<file path="src/rtl/alt_compressor_fsm_pkg.sv">
// Shared state encoding and per-state output patterns for the compressor
// alternation controller.
package alt_compressor_fsm_pkg;

  typedef enum logic [2:0] {
    S_A = 3'd0,  // idle, next is C1
    S_B = 3'd1,  // C1 running
    S_C = 3'd2,  // idle, next is C2
    S_D = 3'd3,  // C2 running
    S_E = 3'd4,  // idle, next is C3
    S_F = 3'd5,  // C3 running
    S_G = 3'd6   // all running
  } state_t;

  localparam logic [2:0] OUT_A = 3'b000;
  localparam logic [2:0] OUT_B = 3'b100;
  localparam logic [2:0] OUT_D = 3'b010;
  localparam logic [2:0] OUT_F = 3'b001;
  localparam logic [2:0] OUT_G = 3'b111;

endpackage

</file>
<file path="src/rtl/alt_compressor_fsm_outdec.sv">
// Moore output decode: state to {C1,C2,C3}.
module alt_compressor_fsm_outdec
  import alt_compressor_fsm_pkg::*;
(
  input  state_t     state,
  output logic [2:0] run
);

  always_comb begin
    run = OUT_A;
    case (state)
      S_B:     run = OUT_B;
      S_D:     run = OUT_D;
      S_F:     run = OUT_F;
      S_G:     run = OUT_G;
      default: run = OUT_A;
    endcase
  end

endmodule

</file>
<file path="src/rtl/alt_compressor_fsm.sv">
// Alternates three compressors from PA/PB/PMB pressure switches; PMB forces
// all on until PA, after which rotation restarts at C1.
module alt_compressor_fsm
  import alt_compressor_fsm_pkg::*;
(
  input  logic Clk,
  input  logic Reset,
  input  logic PA,
  input  logic PB,
  input  logic PMB,
  output logic C1,
  output logic C2,
  output logic C3
);

  state_t     state;
  state_t     state_next;
  logic [2:0] run;

  always_ff @(posedge Clk or posedge Reset) begin
    if (Reset) state <= S_A;
    else       state <= state_next;
  end

  // Strict priority PMB > PA > PB: a lower input is ignored whenever a higher one is asserted.
  always_comb begin
    state_next = state;
    case (state)
      S_A: if (PMB) state_next = S_G; else if (!PA && PB) state_next = S_B;
      S_B: if (PMB) state_next = S_G; else if (PA) state_next = S_C;
      S_C: if (PMB) state_next = S_G; else if (!PA && PB) state_next = S_D;
      S_D: if (PMB) state_next = S_G; else if (PA) state_next = S_E;
      S_E: if (PMB) state_next = S_G; else if (!PA && PB) state_next = S_F;
      S_F: if (PMB) state_next = S_G; else if (PA) state_next = S_A;
      S_G: if (!PMB && PA) state_next = S_A;
      default: state_next = S_A;
    endcase
  end

  alt_compressor_fsm_outdec u_outdec (
    .state (state),
    .run   (run)
  );

  assign {C1, C2, C3} = run;

endmodule

</file>
<file path="config.mk">
export PLATFORM = sky130hd
export DESIGN_NAME = alt_compressor_fsm
export DESIGN_NICKNAME = d
export VERILOG_FILES = /design/src/rtl/alt_compressor_fsm_pkg.sv /design/src/rtl/alt_compressor_fsm_outdec.sv /design/src/rtl/alt_compressor_fsm.sv
export SDC_FILE = /design/constraint.sdc
export NUM_CORES = 1
export LEC_CHECK = 0
export ABC_AREA = 1
export ABC_CLOCK_PERIOD_IN_PS = 2800
export CAP_MARGIN = 0
export CORE_AREA = 5 5 42 44
export DETAILED_ROUTE_END_ITERATION = 8
export DIE_AREA = 0 0 47 49
export HOLD_SLACK_MARGIN = 0.02
export SETUP_SLACK_MARGIN = 0.15
export SYNTH_ARGS = -nofsm -noshare
export SYNTH_HDL_FRONTEND = slang
export SYNTH_SLANG_ARGS = --single-unit
</file>
<file path="constraint.sdc">
create_clock -name Clk -period 2.8 [get_ports Clk]
set_input_delay 0.42 -clock Clk [delete_from_list [all_inputs] [get_ports Clk]]
set_output_delay 0.42 -clock Clk [all_outputs]
set_load 0.02 [all_outputs]
</file>
==> out/metrics.cfg, run 1 <==
[pwr]
total_power_w = 0.0004120
irDropWorstVdd_mv = 0.3589
leakage_nw = 0.1848
power-per-cell-area_mw_per_mm2 = 1109

[critical_path]
crit_path_start_kind = register
worst_setup_path_end_kind = primary output
criticalPathCategory = reg -> out
regToRegSetupSlack_ns = 1.66
reg2reg_to = state[0]
cp_data_arrival_time_ns = 1.60
worst_r2r_path_depth = 6
required_ns = 2.38
crit_path_max_fanout = 9
worstReg2RegStart = state[0]

[yosys]
synth_area_um2 = 266.5
synthXorXnorAreaFrac_pct = 0
synthesis.nets = 46
synth-main-ff-cell = sky130_fd_sc_hd__dfrtp_1
synthAdderAreaFrac_pct = 0
post-synth-top-count-cell = sky130_fd_sc_hd__nand2_1
synth-async-reset-ratio_pct = 100.0
synth-edff-count = 0
synth_simple_gate_area_share_pct = 41.31
ys_top_cells_by_area = sky130_fd_sc_hd__dfrtp_1, sky130_fd_sc_hd__nand2_1, sky130_fd_sc_hd__nand3_1, sky130_fd_sc_hd__inv_1, sky130_fd_sc_hd__nand2_2
yosys-top-cells-count = sky130_fd_sc_hd__nand2_1, sky130_fd_sc_hd__nand3_1, sky130_fd_sc_hd__inv_1
synth_warnings = 0
yosysTopAreaCell = sky130_fd_sc_hd__dfrtp_1
yosys.cell_types.count = 14
synthesis.area_per_instance_um2 = 6.500
netlist_instances = 41
synth_top_family_by_area = simple AND/OR/NAND/NOR gates
netlist.area_leader.share_pct = 28.17
synth_seq_cells = 3
synth_mux_area_share_pct = 0
synth-seq-area-share_pct = 28.17
synth-compound-area-share_pct = 17.84

[detailed_routing]
routed-via-count = 288
final_antenna_net_count = 0
vias_per_cell = 4.299
dr.pass1.iters = 2
detail_route.wl_per_cell_um = 8.940
drt_wl_total_um = 599
remaining_drc_errors = 0
drt-initial-drc-count = 9

[timing]
setup_ws_ns = 0.7807
grt_setup_unrepaired = no
timing_worst_slew_pin_value_ns = 0.2817
max_freq_ghz = 0.4952
finalHoldViolations = 0
fin_crit_sh_pct = 72.12
slew_violations = 0
relSlewSlack_pct = 81.22
finalSetupViolCount = 0
setup-tns-final_ns = 0
finalCriticalPeriod_ns = 2.019
worst_case_clock_skew_ns = 0.004661

[placement]
dp_slack_ns = 1.012
place.port_buffers = 7
finalWeightedCongestion = 0.7791
post-dp-hpwl_um = 496.8

[final_layout]
syn2layout_area_growth_pct = 39.44
sequential_cell_area_um2 = 75.07
multiInputGateArea_um2 = 157.7
layout-drive-gt1-share_pct = 21.57
top_flop_regs = state: 3 flops
max_flop_register = state
largest_reg_flops = 3
nNetsFinal = 57
number_of_fill_cells_in_the_layout = 167
diodes = 0

[floorplan]
die_y_um = 49
die_area_mm2 = 0.002303
initial_utilization_pct = 19.02
ios = 8
fp.dieW_um = 47
floorplan.core_area_mm2 = 0.001401
placement_rows = 14

[cts]
clkLatencyLatePin_ns = 0.23
cts_clock_pin_slew_for_the_worst_setup_and_hold_paths_ns = 0.04
cts_resized = 0
post_cts_buffers = 0
hold_buffers = 0
cts_htree_levels = 1
clock_tree.root_cell = sky130_fd_sc_hd__clkbuf_4
clk_path_buf_depth = 2
clock_sink_count = 3
cts_made_buffers = 3
cts_tree = yes

[global_route]
antenna_found_initial = 0
grtUsageTotal_pct = 6.140
overflow = 0
grt_max_degree = 10
first_global_vias = 276
grt_first_pass_wirelength_um = 993

[run]
cap_violations = 0

[min_path]
holdCritPathClass = in -> async

[outcome]
run_status = completed

power by group:
part | internal (W) | leakage, nW | switching, W
combinational | 0.000102 | 0.133 | 0.000137
clock | 0.0000535 | 0.0150 | 0.0000232
sequential | 0.0000649 | 0.0367 | 0.0000316
total | 0.000220 | 0.185 | 0.000192
per-stage QoR:
stage | hold WS, ns | cells | utilization (%) | instance area [um2]
after floorplan | 0.1736 | 41 | - | 266.5
after global placement | 0.5444 | 63 | 24.64 | 345.3
after detailed placement | 0.5519 | 63 | 24.64 | 345.3
after CTS | 0.3520 | 67 | 26.52 | 371.6
after global routing | 0.3617 | 67 | 26.52 | 371.6
final | 0.3553 | 67 | 26.52 | 371.6
how the worst max path moves through the flow:
stage	startpoint	end	slack, ns
final	state[0]	C2	0.78
after global routing	state[0]	C2	0.65
after CTS	state[0]	C2	0.76
after detailed placement	state[0]	C2	1.01
after global placement	state[0]	C1	1.02
after floorplan	state[0]	C1	1.55
cells in the final DEF, fill, tap and decap left out, types with 2 or more instances in the layout:
cell / n
sky130_fd_sc_hd__nand2_2: 3
sky130_fd_sc_hd__inv_1: 5
sky130_fd_sc_hd__o21ai_2: 2
sky130_fd_sc_hd__o21ai_0: 2
sky130_fd_sc_hd__nor2_2: 2
sky130_fd_sc_hd__clkbuf_4: 3
sky130_fd_sc_hd__dfrtp_1: 3
sky130_fd_sc_hd__nand3_1: 6
sky130_fd_sc_hd__clkdlybuf4s50_1: 7
sky130_fd_sc_hd__nand2_1: 12
cell type report:
cell class / instances / area share (%)
clock buffers: 4 / 7.071
inverters: 6 / 6.061
multi-input cells: 31 / 42.42
flip-flops and latches: 3 / 20.20
well taps: 16 / 5.387
repair buffers: 7 / 18.86
critical path: stages (launching register included):
cell and delay [ns]:
sky130_fd_sc_hd__dfrtp_1 0.47, sky130_fd_sc_hd__nor2_2 0.17, sky130_fd_sc_hd__inv_1 0.08, sky130_fd_sc_hd__nand2_1 0.06, sky130_fd_sc_hd__clkdlybuf4s50_1 0.60
routing by layer:
layer	GRT usage, %	part of all wire (%)	up-vias
li1	-	-	150
met1	6.416	41	128
met2	8.371	49	8
met3	3.690	7.5	2
met4	5.069	2.2	0
met5	0	0	-
cells by family after synthesis:
group                  count (synthesis)
AOI/OAI and AO/OA                      7
DFF                                    3
and+or+nand+nor                       24
buffers and inverters                  7
(Power assumes the default switching activity.)
==> inputs of run 2 (changes only) <==
Settings changed: ABC_CLOCK_PERIOD_IN_PS 2800 to 1600.
Clock period 2.8 ns to 1.6 ns, I/O delays scaled along.
==> out/metrics.cfg, run 2 (synthesized netlist as in run 1, its figures left out) <==
[outcome]
run_status = completed

[floorplan]
die_y_um = 49
fp.dieW_um = 47
floorplan.core_area_mm2 = 0.001401
initial_utilization_pct = 19.02
die_area_mm2 = 0.002303
ios = 8
placement_rows = 14

[final_layout]
layout-drive-gt1-share_pct = 32.73
largest_reg_flops = 3
top_flop_regs = state: 3 flops
max_flop_register = state
most_frequent_cells_in_the_layout = sky130_fd_sc_hd__nand2_1, sky130_fd_sc_hd__buf_4, sky130_fd_sc_hd__nand3_1
number_of_fill_cells_in_the_layout = 163
diodes = 0
multiInputGateArea_um2 = 157.7
nNetsFinal = 61
sequential_cell_area_um2 = 75.07
syn2layout_area_growth_pct = 47.89
mostFrequentLayoutCell = sky130_fd_sc_hd__nand2_1
stdcell_count = 71

[critical_path]
criticalPathCategory = reg -> out
crit_path_max_fanout = 4
regToRegSetupSlack_ns = 0.42
reg2reg_to = state[0]
worstReg2RegStart = state[0]
worst_r2r_path_depth = 7
worst_setup_path_end_kind = primary output
required_ns = 1.36
crit_path_start_kind = register
cp_data_arrival_time_ns = 1.08

[placement]
place.detailed.instances = 66
place.port_buffers = 7
finalWeightedCongestion = 0.8176
post-dp-hpwl_um = 474.7

[timing]
finalSetupViolCount = 0
worst_hold_slack_ns = 0.1754
worst_case_clock_skew_ns = 0.004091
max_freq_ghz = 0.7594
relSlewSlack_pct = 84.61
setup-tns-final_ns = 0
timing_worst_slew_pin_value_ns = 0.2287
slew_violations = 0
grt_setup_unrepaired = no
finalCriticalPeriod_ns = 1.317
finalHoldViolations = 0
fin_crit_sh_pct = 82.30

[cts]
clock_tree.root_cell = sky130_fd_sc_hd__clkbuf_4
clkLatencyLatePin_ns = 0.23
cts_clock_pin_slew_for_the_worst_setup_and_hold_paths_ns = 0.04
clock_sink_count = 3
cts_made_buffers = 3
cts_htree_levels = 1
cts_tree = yes
clk_path_buf_depth = 2
hold_buffers = 0

[pwr]
leakage_nw = 0.2088
total_power_w = 0.0007688
power-per-cell-area_mw_per_mm2 = 1951
irDropWorstVdd_mv = 0.6287

[detailed_routing]
remaining_drc_errors = 0
drt_wl_total_um = 568
drt-initial-drc-count = 10
final_antenna_net_count = 0
detail_route.wl_per_cell_um = 8.000
vias_per_cell = 4.155
dr.pass1.iters = 4
routed-via-count = 295

[global_route]
grt_max_degree = 6
first_global_vias = 263
grt_first_pass_wirelength_um = 993
grtUsageTotal_pct = 6.215
overflow = 0
antenna_found_initial = 0

[run]
cap_violations = 0

[min_path]
holdCritPathClass = in -> async

## run 2: critical path, cell delays in order, from the launching register on
cell	delay [ns]
sky130_fd_sc_hd__dfrtp_1	0.39
sky130_fd_sc_hd__nand2_2	0.08
sky130_fd_sc_hd__nor2_2	0.11
sky130_fd_sc_hd__inv_1	0.07
sky130_fd_sc_hd__nand2_1	0.06
sky130_fd_sc_hd__buf_4	0.13
## run 2: worst max path at each step
stage | from | endpoint | slack [ns] | depth (start not counted)
2_1_floorplan | state[0] | C1 | 0.53 | 4
3_3_place_gp | state[1] | C3 | 0.05 | 5
3_5_place_dp | state[1] | C2 | 0.03 | 5
4_1_cts | state[1] | C2 | 0.24 | 5
5_1_grt | state[1] | C3 | 0.16 | 5
6_report | state[2] | C2 | 0.28 | 5
## run 2: routing by layer
metal / up-vias / part of all wire (%) / GRT usage (%)
met3: 0 / 8.5 / 4.428
met5: - / 0 / 0
met2: 8 / 48 / 8.371
met1: 127 / 43 / 6.652
met4: 0 / 0 / 4.147
li1: 160 / - / -
## run 2: through the flow
stage | setup WS (ns) | cell area [um2] | util [%]
6_report | 0.2832 | 394.1 | 28.13
5_1_grt | 0.1583 | 394.1 | 28.13
4_1_cts | 0.2438 | 386.6 | 27.59
3_5_place_dp | 0.02794 | 367.9 | 26.25
3_3_place_gp | 0.04906 | 367.9 | 26.25
2_1_floorplan | 0.5346 | 266.5 | -
## run 2: repair_timing
item	in CTS	in global routing
setup endpoints to repair	3	3
gates resized for setup	12	3
setup buffers	1	0
## run 2: final cells by class
| type | count | share of cell area (%) |
|---|---|---|
| inverters | 6 | 5.714 |
| clock buffers | 4 | 6.667 |
| repair buffers | 11 | 23.49 |
| multi-input cells | 31 | 40.00 |
| well taps | 16 | 5.079 |
| flip-flops and latches | 3 | 19.05 |
## run 2: report_power, final
group	internal, W	total, W	leakage, nW	switching (W)
sequential	0.000114	0.000156	0.0367	0.0000421
clock	0.0000936	0.000134	0.0150	0.0000404
combinational	0.000215	0.000479	0.157	0.000264
==> inputs of run 3 (changes only) <==
Settings changed: ABC_CLOCK_PERIOD_IN_PS 1600 to 1320.
Clock period 1.6 ns to 1.32 ns, I/O delays scaled along.
==> out/metrics.cfg, run 3 (synthesized netlist as in run 1, its figures left out) <==
[outcome]
run_status = completed

[final_layout]
syn2layout_area_growth_pct = 91.08
largest_reg_flops = 3
nNetsFinal = 69
max_flop_register = state
top_flop_regs = state: 3 flops
diodes = 0
layout-drive-gt1-share_pct = 53.97
number_of_fill_cells_in_the_layout = 161
most_frequent_cells_in_the_layout = sky130_fd_sc_hd__nand2_1, sky130_fd_sc_hd__buf_4, sky130_fd_sc_hd__nand3_1
postLayoutCoreUtil_pct = 36.34

[floorplan]
die_area_mm2 = 0.002303
fp.dieW_um = 47
ios = 8
placement_rows = 14
floorplan.core_area_mm2 = 0.001401
initial_utilization_pct = 19.02
die_y_um = 49

[critical_path]
reg2reg_to = state[1]
cp_data_arrival_time_ns = 1.05
regToRegSetupSlack_ns = 0.17
crit_path_start_kind = register
crit_path_max_fanout = 4
worst_r2r_path_depth = 7
required_ns = 1.12
worst_setup_path_end_kind = primary output
worstReg2RegStart = state[1]
criticalPathCategory = reg -> out

[run]
cap_violations = 0

[pwr]
power.share.clock_pct = 13.0
total_power_w = 0.001217
seq_power_share_pct = 17.2
power-per-cell-area_mw_per_mm2 = 2390
power.switching_fraction_pct = 43.23
switchingPower_w = 0.0005262
power.share.combinational_pct = 69.8
leakage_nw = 0.2661
irDropWorstVdd_mv = 0.8073
power_report.internal_total_w = 0.0006908

[cts]
cts_htree_levels = 1
clk_path_buf_depth = 2
cts_tree = yes
cts_made_buffers = 3
hold_buffers = 0
clkLatencyLatePin_ns = 0.23
clock_sink_count = 3
clock_tree.root_cell = sky130_fd_sc_hd__clkbuf_4
cts_clock_pin_slew_for_the_worst_setup_and_hold_paths_ns = 0.04

[global_route]
global_route.peak_usage_layer = met2
met3_usage_pct = 5.535
grt_max_degree = 7
grt_first_pass_wirelength_um = 1235
first_global_vias = 287
overflow = 0
grt.met2_usage_pct = 9.955
antenna_found_initial = 0
grtUsageTotal_pct = 7.822
use_met1_pct = 9.031

[min_path]
holdCritPathClass = in -> async

[timing]
timing_worst_slew_pin_value_ns = 0.2576
worst_case_clock_skew_ns = 0.001733
grt_setup_unrepaired = yes
slew_violations = 0
relSlewSlack_pct = 82.75
finalSetupViolCount = 0
fin_crit_sh_pct = 94.86
finalCriticalPeriod_ns = 1.252
setup-tns-final_ns = 0
max_freq_ghz = 0.7986
finalHoldViolations = 0

[detailed_routing]
remaining_drc_errors = 0
dr.pass1.iters = 4
drt_wl_total_um = 772
vias_per_cell = 4.177
routed-via-count = 330
detail_route.wl_per_cell_um = 9.772
final_antenna_net_count = 0
drt-initial-drc-count = 6

[placement]
finalWeightedCongestion = 0.7984
place.port_buffers = 7
post-dp-hpwl_um = 550.7

## run 3: cell types whose count changed in the layout (fill, tap and decap cells not counted), sizes merged
cell	previous run	this run
buf	7	15
clkdlybuf4s50	4	3
dlymetal6s2s	0	1
## run 3: what timing repair did
action / 4_1_cts / 5_1_grt
gates resized for setup: 21 / 14
buffers inserted: 1 / 1
pin swaps: 0 / 3
cloned: 0 / 0
setup endpoints to repair: 5 / 6
## run 3: critical path, cell delays in order (launching register included)
cell and delay, ns:
sky130_fd_sc_hd__dfrtp_1 0.41, sky130_fd_sc_hd__nand2_2 0.10, sky130_fd_sc_hd__nor2_4 0.10, sky130_fd_sc_hd__inv_2 0.04, sky130_fd_sc_hd__nand2_1 0.06, sky130_fd_sc_hd__buf_6 0.11
## run 3: worst max-delay path by stage
| stage | from | end | slack [ns] | cells past startpoint |
|---|---|---|---|---|
| global route | state[2] | C2 | -0.03 | 4 |
| floorplan | state[0] | C1 | 0.30 | 4 |
| CTS | state[1] | C3 | 0.06 | 5 |
| global placement | state[2] | C2 | -0.15 | 4 |
| detailed placement | state[0] | C3 | -0.17 | 4 |
| finish | state[1] | C3 | 0.07 | 5 |
## run 3: power by group through the flow
stage          clock network (W)  registers [W]  logic [W]
2_1_floorplan                  0       0.000175   0.000387
3_3_place_gp                   0       0.000191   0.000677
3_5_place_dp                   0       0.000195   0.000679
4_1_cts                 0.000166       0.000196   0.000735
5_1_grt                 0.000190       0.000219   0.000931
6_report                0.000158       0.000209   0.000849
## run 3: routing by layer
layer  part of all wire (%)  wire length (um)
met5                      0                 0
met4                    1.4                11
met3                    5.2                40
met2                     55               428
met1                     38               291
## run 3: area by class of cell
class / count / area (um2) / share of cell area, %
inverter: 6 / 22.52 / 4.423
tap: 16 / 20.02 / 3.931
timing repair buffer: 19 / 173.9 / 34.15
clock buffer: 4 / 26.28 / 5.160
multi-input combinational: 31 / 190.2 / 37.35
sequential: 3 / 76.32 / 14.99
## run 3: through the flow
step | worst slack (ns) | hold WS (ns) | instance area [um2] | cells
final | 0.06785 | 0.1298 | 509.2 | 79
after global routing | -0.02979 | 0.1427 | 509.2 | 79
after CTS | 0.05686 | 0.1254 | 464.2 | 78
after detailed placement | -0.1680 | 0.3747 | 420.4 | 73
after global placement | -0.1543 | 0.3748 | 420.4 | 73
after floorplan | 0.2966 | -0.04836 | 266.5 | 41
==> variant 1 (settings of run 2) <==
Encoding of `state_t`: now one-hot (7 bits for 7 states).
--- a/src/rtl/alt_compressor_fsm_pkg.sv
+++ b/src/rtl/alt_compressor_fsm_pkg.sv
@@ -2,14 +2,14 @@
 // alternation controller.
 package alt_compressor_fsm_pkg;
 
-  typedef enum logic [2:0] {
-    S_A = 3'd0,  // idle, next is C1
-    S_B = 3'd1,  // C1 running
-    S_C = 3'd2,  // idle, next is C2
-    S_D = 3'd3,  // C2 running
-    S_E = 3'd4,  // idle, next is C3
-    S_F = 3'd5,  // C3 running
-    S_G = 3'd6   // all running
+  typedef enum logic [6:0] {
+    S_A = 7'b0000001,  // idle, next is C1
+    S_B = 7'b0000010,  // C1 running
+    S_C = 7'b0000100,  // idle, next is C2
+    S_D = 7'b0001000,  // C2 running
+    S_E = 7'b0010000,  // idle, next is C3
+    S_F = 7'b0100000,  // C3 running
+    S_G = 7'b1000000   // all running
   } state_t;
 
   localparam logic [2:0] OUT_A = 3'b000;
Formal check against the unedited RTL: same outputs for any inputs over 10 cycles, from zero or initial values and one cycle with Reset high; not proved beyond that.
==> variant 1 against run 2 <==
  * Synthesized cell count up 130%
  * Die area stayed put
  * First-iteration DRC count increased by 140%
  * Synthesized area rose by 130%
  * Setup slack got worse by 240 ps
  * Global-route usage up 11 points
  * Worst hold slack better by 34 ps
  * Total power is 71% higher
  * Via count is 150% higher
  * Design area grew 150%
  * Sequential cell count rose by 4
  * Combinational power up 81%
  * Wire length grew to 3.3 times the old value
==> variant 1: results (changes against run 2) <==
- Outcome: complete, no violations
- ClkCell Share: 0.0269 (-0.0398)
- Buffers excl. clock: 30 (+19)
- Vias: 730 (+150%)
- Share of layout cells above drive strength 1: 0.569 (+0.242)
- Final net count: 136 (+120%)
- Comb power frac: 0.660 (+0.037)
- Number of multi-input logic gates: 76 (+150%)
- Largest net degree at the start of global routing: 8 (+2)
- Seq/Total Area, Yosys: 0.286 (+0.00431)
- Placement Cell Area: 850 sq um (+130%)
- CTS clk-pin slew, worst paths: 60 ps (+20 ps)
- Clock Latency Late Sink: 260 ps (+30 ps)
- Post-Place Worst Slack: -192 ps (-220 ps)
- Post-DP HPWL: 1.28 mm (+170%)
- Grt met2 use: 0.287 (+0.204)
- Clock sink total: 7 (+4)
- Clock skew: 8.26 ps (+4.17 ps)
- Gpl congestion: 0.864 (+5.7%)
- First-pass GRT wire length: 2.89 mm (+190%)
- Maximum vdd ir drop: 0.769 mV (+22%)
- Tot GR Track Use: 0.173 (+0.111)
- Synth area leaders: dfrtp_1, nand2_1, nor2_1
- Fraction of area in multi-input gates: 0.462 (+0.0622)
- CP Max Fanout: 6 (+2)
- Leak: 0.517 nW (+150%)
- Worst path top cell family by delay: simple AND/OR/NAND/NOR gates
- Slew headroom: 0.782 (-0.0645)
- DR iter-0 viols: 24 (+14)
- Finished Cell Area: 977 sq um (+150%)
- Ranking of synthesized cells by instance count: nand2_1, nor2_1, nand3_1
==> variant 1: cell count changes after synthesis, sizes merged <==
| cell | change |
|---|---|
| dfrtp | +3 |
| dfstp | +1 |
| nor2 | +16 |
| a21oi | +1 |
| o21ai | -1 |
| o211ai | -1 |
| nor3 | +1 |
| nor4 | +1 |
| inv | +7 |
| a21boi | -1 |
| buf | -1 |
| nand3 | +5 |
| nand2 | +24 |
==> variant 1: logic make-up after synthesis <==
family	count (synthesis)	share of synthesized area
flops	7	0.286
simple gates	71	0.570
compound gates	5	0.0649
buf+inv	13	0.0791
==> variant 1: layer usage <==
metal,up-vias,routed length [um],share of wire
met5,-,0,0
met4,0,55,0.029
met3,6,57,0.030
met2,15,985,0.52
met1,343,786,0.42
li1,366,-,-
==> variant 1: worst reg2reg max path, cell delays in order, from the launching register on <==
cell     delay (ps)
dfrtp_1         410
inv_2            80
nand2_2          70
nor2_4          190
buf_4           140
buf_4           100
nand3_2         100
nand2_4         100
nor2_4           50
nand2_4         100
nand2_1          50
nand2_1          50
==> variant 1: through the flow <==
step | hold slack [ps] | total power [W] | std cells | setup TNS (ps)
6_report | 209 | 0.00131 | 146 | 0
5_1_grt | 254 | 0.00139 | 146 | -91.0
4_1_cts | 221 | 0.00119 | 143 | 0
3_5_place_dp | 482 | 0.000956 | 138 | -448
3_3_place_gp | 483 | 0.000961 | 138 | -459
2_1_floorplan | 42.7 | 0.000690 | 96 | 0
==> variant 1: timing repair <==
action	CTS	global route
endpoints found under the setup margin	8	10
pin swaps	6	5
cloned	0	0
gates resized for setup	24	18
buffers inserted	1	3
hold buffers	0	0
==> variant 1: final timing paths <==
| kind | to |
|---|---|
| min reg2reg | state[5] |
| max in group asynchronous | state[0] |
| max | C1 |
| min in group Clk | state[5] |
| min | state[2] |
| max reg2reg | state[5] |
==> variant 2 (settings of run 2) <==
Without the edit above. Add an input register stage for `PA`, `PB` and `PMB`; this delays them by one clock.
--- a/src/rtl/alt_compressor_fsm.sv
+++ b/src/rtl/alt_compressor_fsm.sv
@@ -13,6 +13,16 @@
   output logic C3
 );
 
+  logic PA_q;
+  logic PB_q;
+  logic PMB_q;
+
+  always_ff @(posedge Clk) begin
+    PA_q  <= PA;
+    PB_q  <= PB;
+    PMB_q <= PMB;
+  end
+
   state_t     state;
   state_t     state_next;
   logic [2:0] run;
@@ -26,13 +36,13 @@
   always_comb begin
     state_next = state;
     case (state)
-      S_A: if (PMB) state_next = S_G; else if (!PA && PB) state_next = S_B;
-      S_B: if (PMB) state_next = S_G; else if (PA) state_next = S_C;
-      S_C: if (PMB) state_next = S_G; else if (!PA && PB) state_next = S_D;
-      S_D: if (PMB) state_next = S_G; else if (PA) state_next = S_E;
-      S_E: if (PMB) state_next = S_G; else if (!PA && PB) state_next = S_F;
-      S_F: if (PMB) state_next = S_G; else if (PA) state_next = S_A;
-      S_G: if (!PMB && PA) state_next = S_A;
+      S_A: if (PMB_q) state_next = S_G; else if (!PA_q && PB_q) state_next = S_B;
+      S_B: if (PMB_q) state_next = S_G; else if (PA_q) state_next = S_C;
+      S_C: if (PMB_q) state_next = S_G; else if (!PA_q && PB_q) state_next = S_D;
+      S_D: if (PMB_q) state_next = S_G; else if (PA_q) state_next = S_E;
+      S_E: if (PMB_q) state_next = S_G; else if (!PA_q && PB_q) state_next = S_F;
+      S_F: if (PMB_q) state_next = S_G; else if (PA_q) state_next = S_A;
+      S_G: if (!PMB_q && PA_q) state_next = S_A;
       default: state_next = S_A;
     endcase
   end
Formal check against the unedited RTL: not equivalent (Yosys sat finds a counterexample within 4 cycles, from zero or initial values and one cycle with Reset high).
==> variant 2 against run 2 <==
  * Clock skew is 2.6 ps higher
  * Highest routed layer is now met4
  * Critical path type unchanged
  * Synthesized area increased by 23%
  * Wire length increased by 21%
  * Fmax shrank 4.1%
  * Total power is 14% higher
  * Largest cell class unchanged
  * Setup slack lost 56 ps
  * Sequential cell count grew 3
  * Design area rose by 16%
==> variant 2: results (changes against run 2) <==
- Compound-Gate Fraction of Synth Area: 0.146 (-0.0328)
- DR pass1 iterations: 4 (unchanged)
- Max reg flops: 3 (unchanged)
- DR iter-0 viols: 15 (+5)
- Worst-Margin Slew: 259 ps (+30.4 ps)
- Gpl congestion: 0.833 (+1.9%)
- Initial antenna violation count: 0 (unchanged)
- Fillcell total: 158 (-3.1%)
- Number of global-route vias before repair: 287 (+9.1%)
- Clock root cell: clkbuf_4
- Outcome: complete, no violations
- Clock skew: 6.66 ps (+2.57 ps)
- Post-Place Worst Slack: 15.5 ps (-12.4 ps)
- Clock Latency Late Sink: 250 ps (+20 ps)
- Maximum vdd ir drop: 0.686 mV (+9.2%)
- Post-DP HPWL: 521 um (+9.7%)
- Top reg by flops: state
- Yosys cell types: 15 (+1)
- Syn. warnings: 0 (unchanged)
- CP Max Fanout: 4 (unchanged)
- Seq/Total Area, Yosys: 0.414 (+0.132)
- Routed wire length: 688 um (+21%)
- CTS clk-pin slew, worst paths: about 50 ps
- HP Class: input port to async pin
- Worst EP arrival: 1130 ps (+50 ps)
- Longest Clk Path Bufs: 2 (unchanged)
- Leak: 0.234 nW (+12%)
- Share of flip-flops with an asynchronous set or reset: 0.500 (-0.500)
- Top_reg_cell synth: dfxtp_1
- Final net count: 64 (+4.9%)
- Ranking of synthesized cells by instance count: nand2_1, nand3_1, inv_1
- Synth area leaders: dfrtp_1, dfxtp_1, nand2_1
- Ant. Diodes: 0 (unchanged)
- Syn nets: 49 (+6.5%)
- First-pass GRT wire length: 1.16 mm (+17%)
- Share of layout cells above drive strength 1: 0.310 (-0.0169)
- XOR/XNOR Fraction of Synth Area: 0 (unchanged)
- Total CTS buffers: 3 (unchanged)
- Vias/cell: 4.46 (+7.3%)
- Adder-Cell Fraction of Synth Area: 0 (unchanged)
- Tot GR Track Use: 0.0743 (+0.0122)
- IO Port Bufs: 7 (unchanged)
- Largest net degree at the start of global routing: 6 (unchanged)
variant 2: cell count changes after synthesis, sizes merged:
cell	change
dfxtp	+3
variant 2: worst paths after layout:
kind | slack [ps] | startpoint | end | cells after the start
min reg2reg | 550 | PA_q | state[0] | 3
max | 230 | state[1] | C1 | 5
max in group asynchronous | 1310 | Reset | state[1] | 2
max reg2reg | 390 | state[0] | state[0] | 7
min | 160 | Reset | state[0] | 2
min in group Clk | 440 | PA | PA_q | 1
variant 2: stage by stage:
step | util | instance area [sq um] | std cells
global route | 0.326 | 457 | 74
detailed placement | 0.305 | 428 | 69
global placement | 0.305 | 428 | 69
floorplan | - | 327 | 44
finish | 0.326 | 457 | 74
CTS | 0.319 | 447 | 74
variant 2: area by class of cell:
class / count / share of cell area
Inverter: 6 / 0.0493
Clock buffer: 4 / 0.0575
Timing Repair Buffer: 11 / 0.197
Sequential cell: 6 / 0.296
Multi-Input combinational cell: 31 / 0.356
Tap cell: 16 / 0.0438
variant 2: worst max-delay path, stage by stage, from the launching register on:
cell	delay, ps
dfrtp_1	400
nand2_2	100
nor2_4	100
inv_1	70
nand2_1	50
buf_2	150
variant 2: kinds of logic (layout without fill, tap and decap cells):
| group | after synthesis | count (layout) |
|---|---|---|
| buf+inv | 7 | 21 |
| flops | 6 | 6 |
| compound gates | 7 | 7 |
| simple gates | 24 | 24 |
variant 2: report_power, final:
part	internal (W)	switching [W]
Clock	0.0000946	0.0000565
Combinational	0.000210	0.000273
Sequential	0.000193	0.0000512
Total	0.000497	0.000381
variant 2: routing by layer:
| layer | routed length (um) | global-route usage | up-vias |
|---|---|---|---|
| met2 | 335 | 0.0995 | 8 |
| met5 | 0 | 0 | - |
| met1 | 276 | 0.0759 | 152 |
| met4 | 15 | 0.0553 | 0 |
| li1 | - | - | 167 |
| met3 | 60 | 0.0554 | 3 |
variant 2: timing repair:
item / CTS / global route
resized for setup: 12 / 3
setup endpoints to repair: 3 / 3
setup buffers: 1 / 0
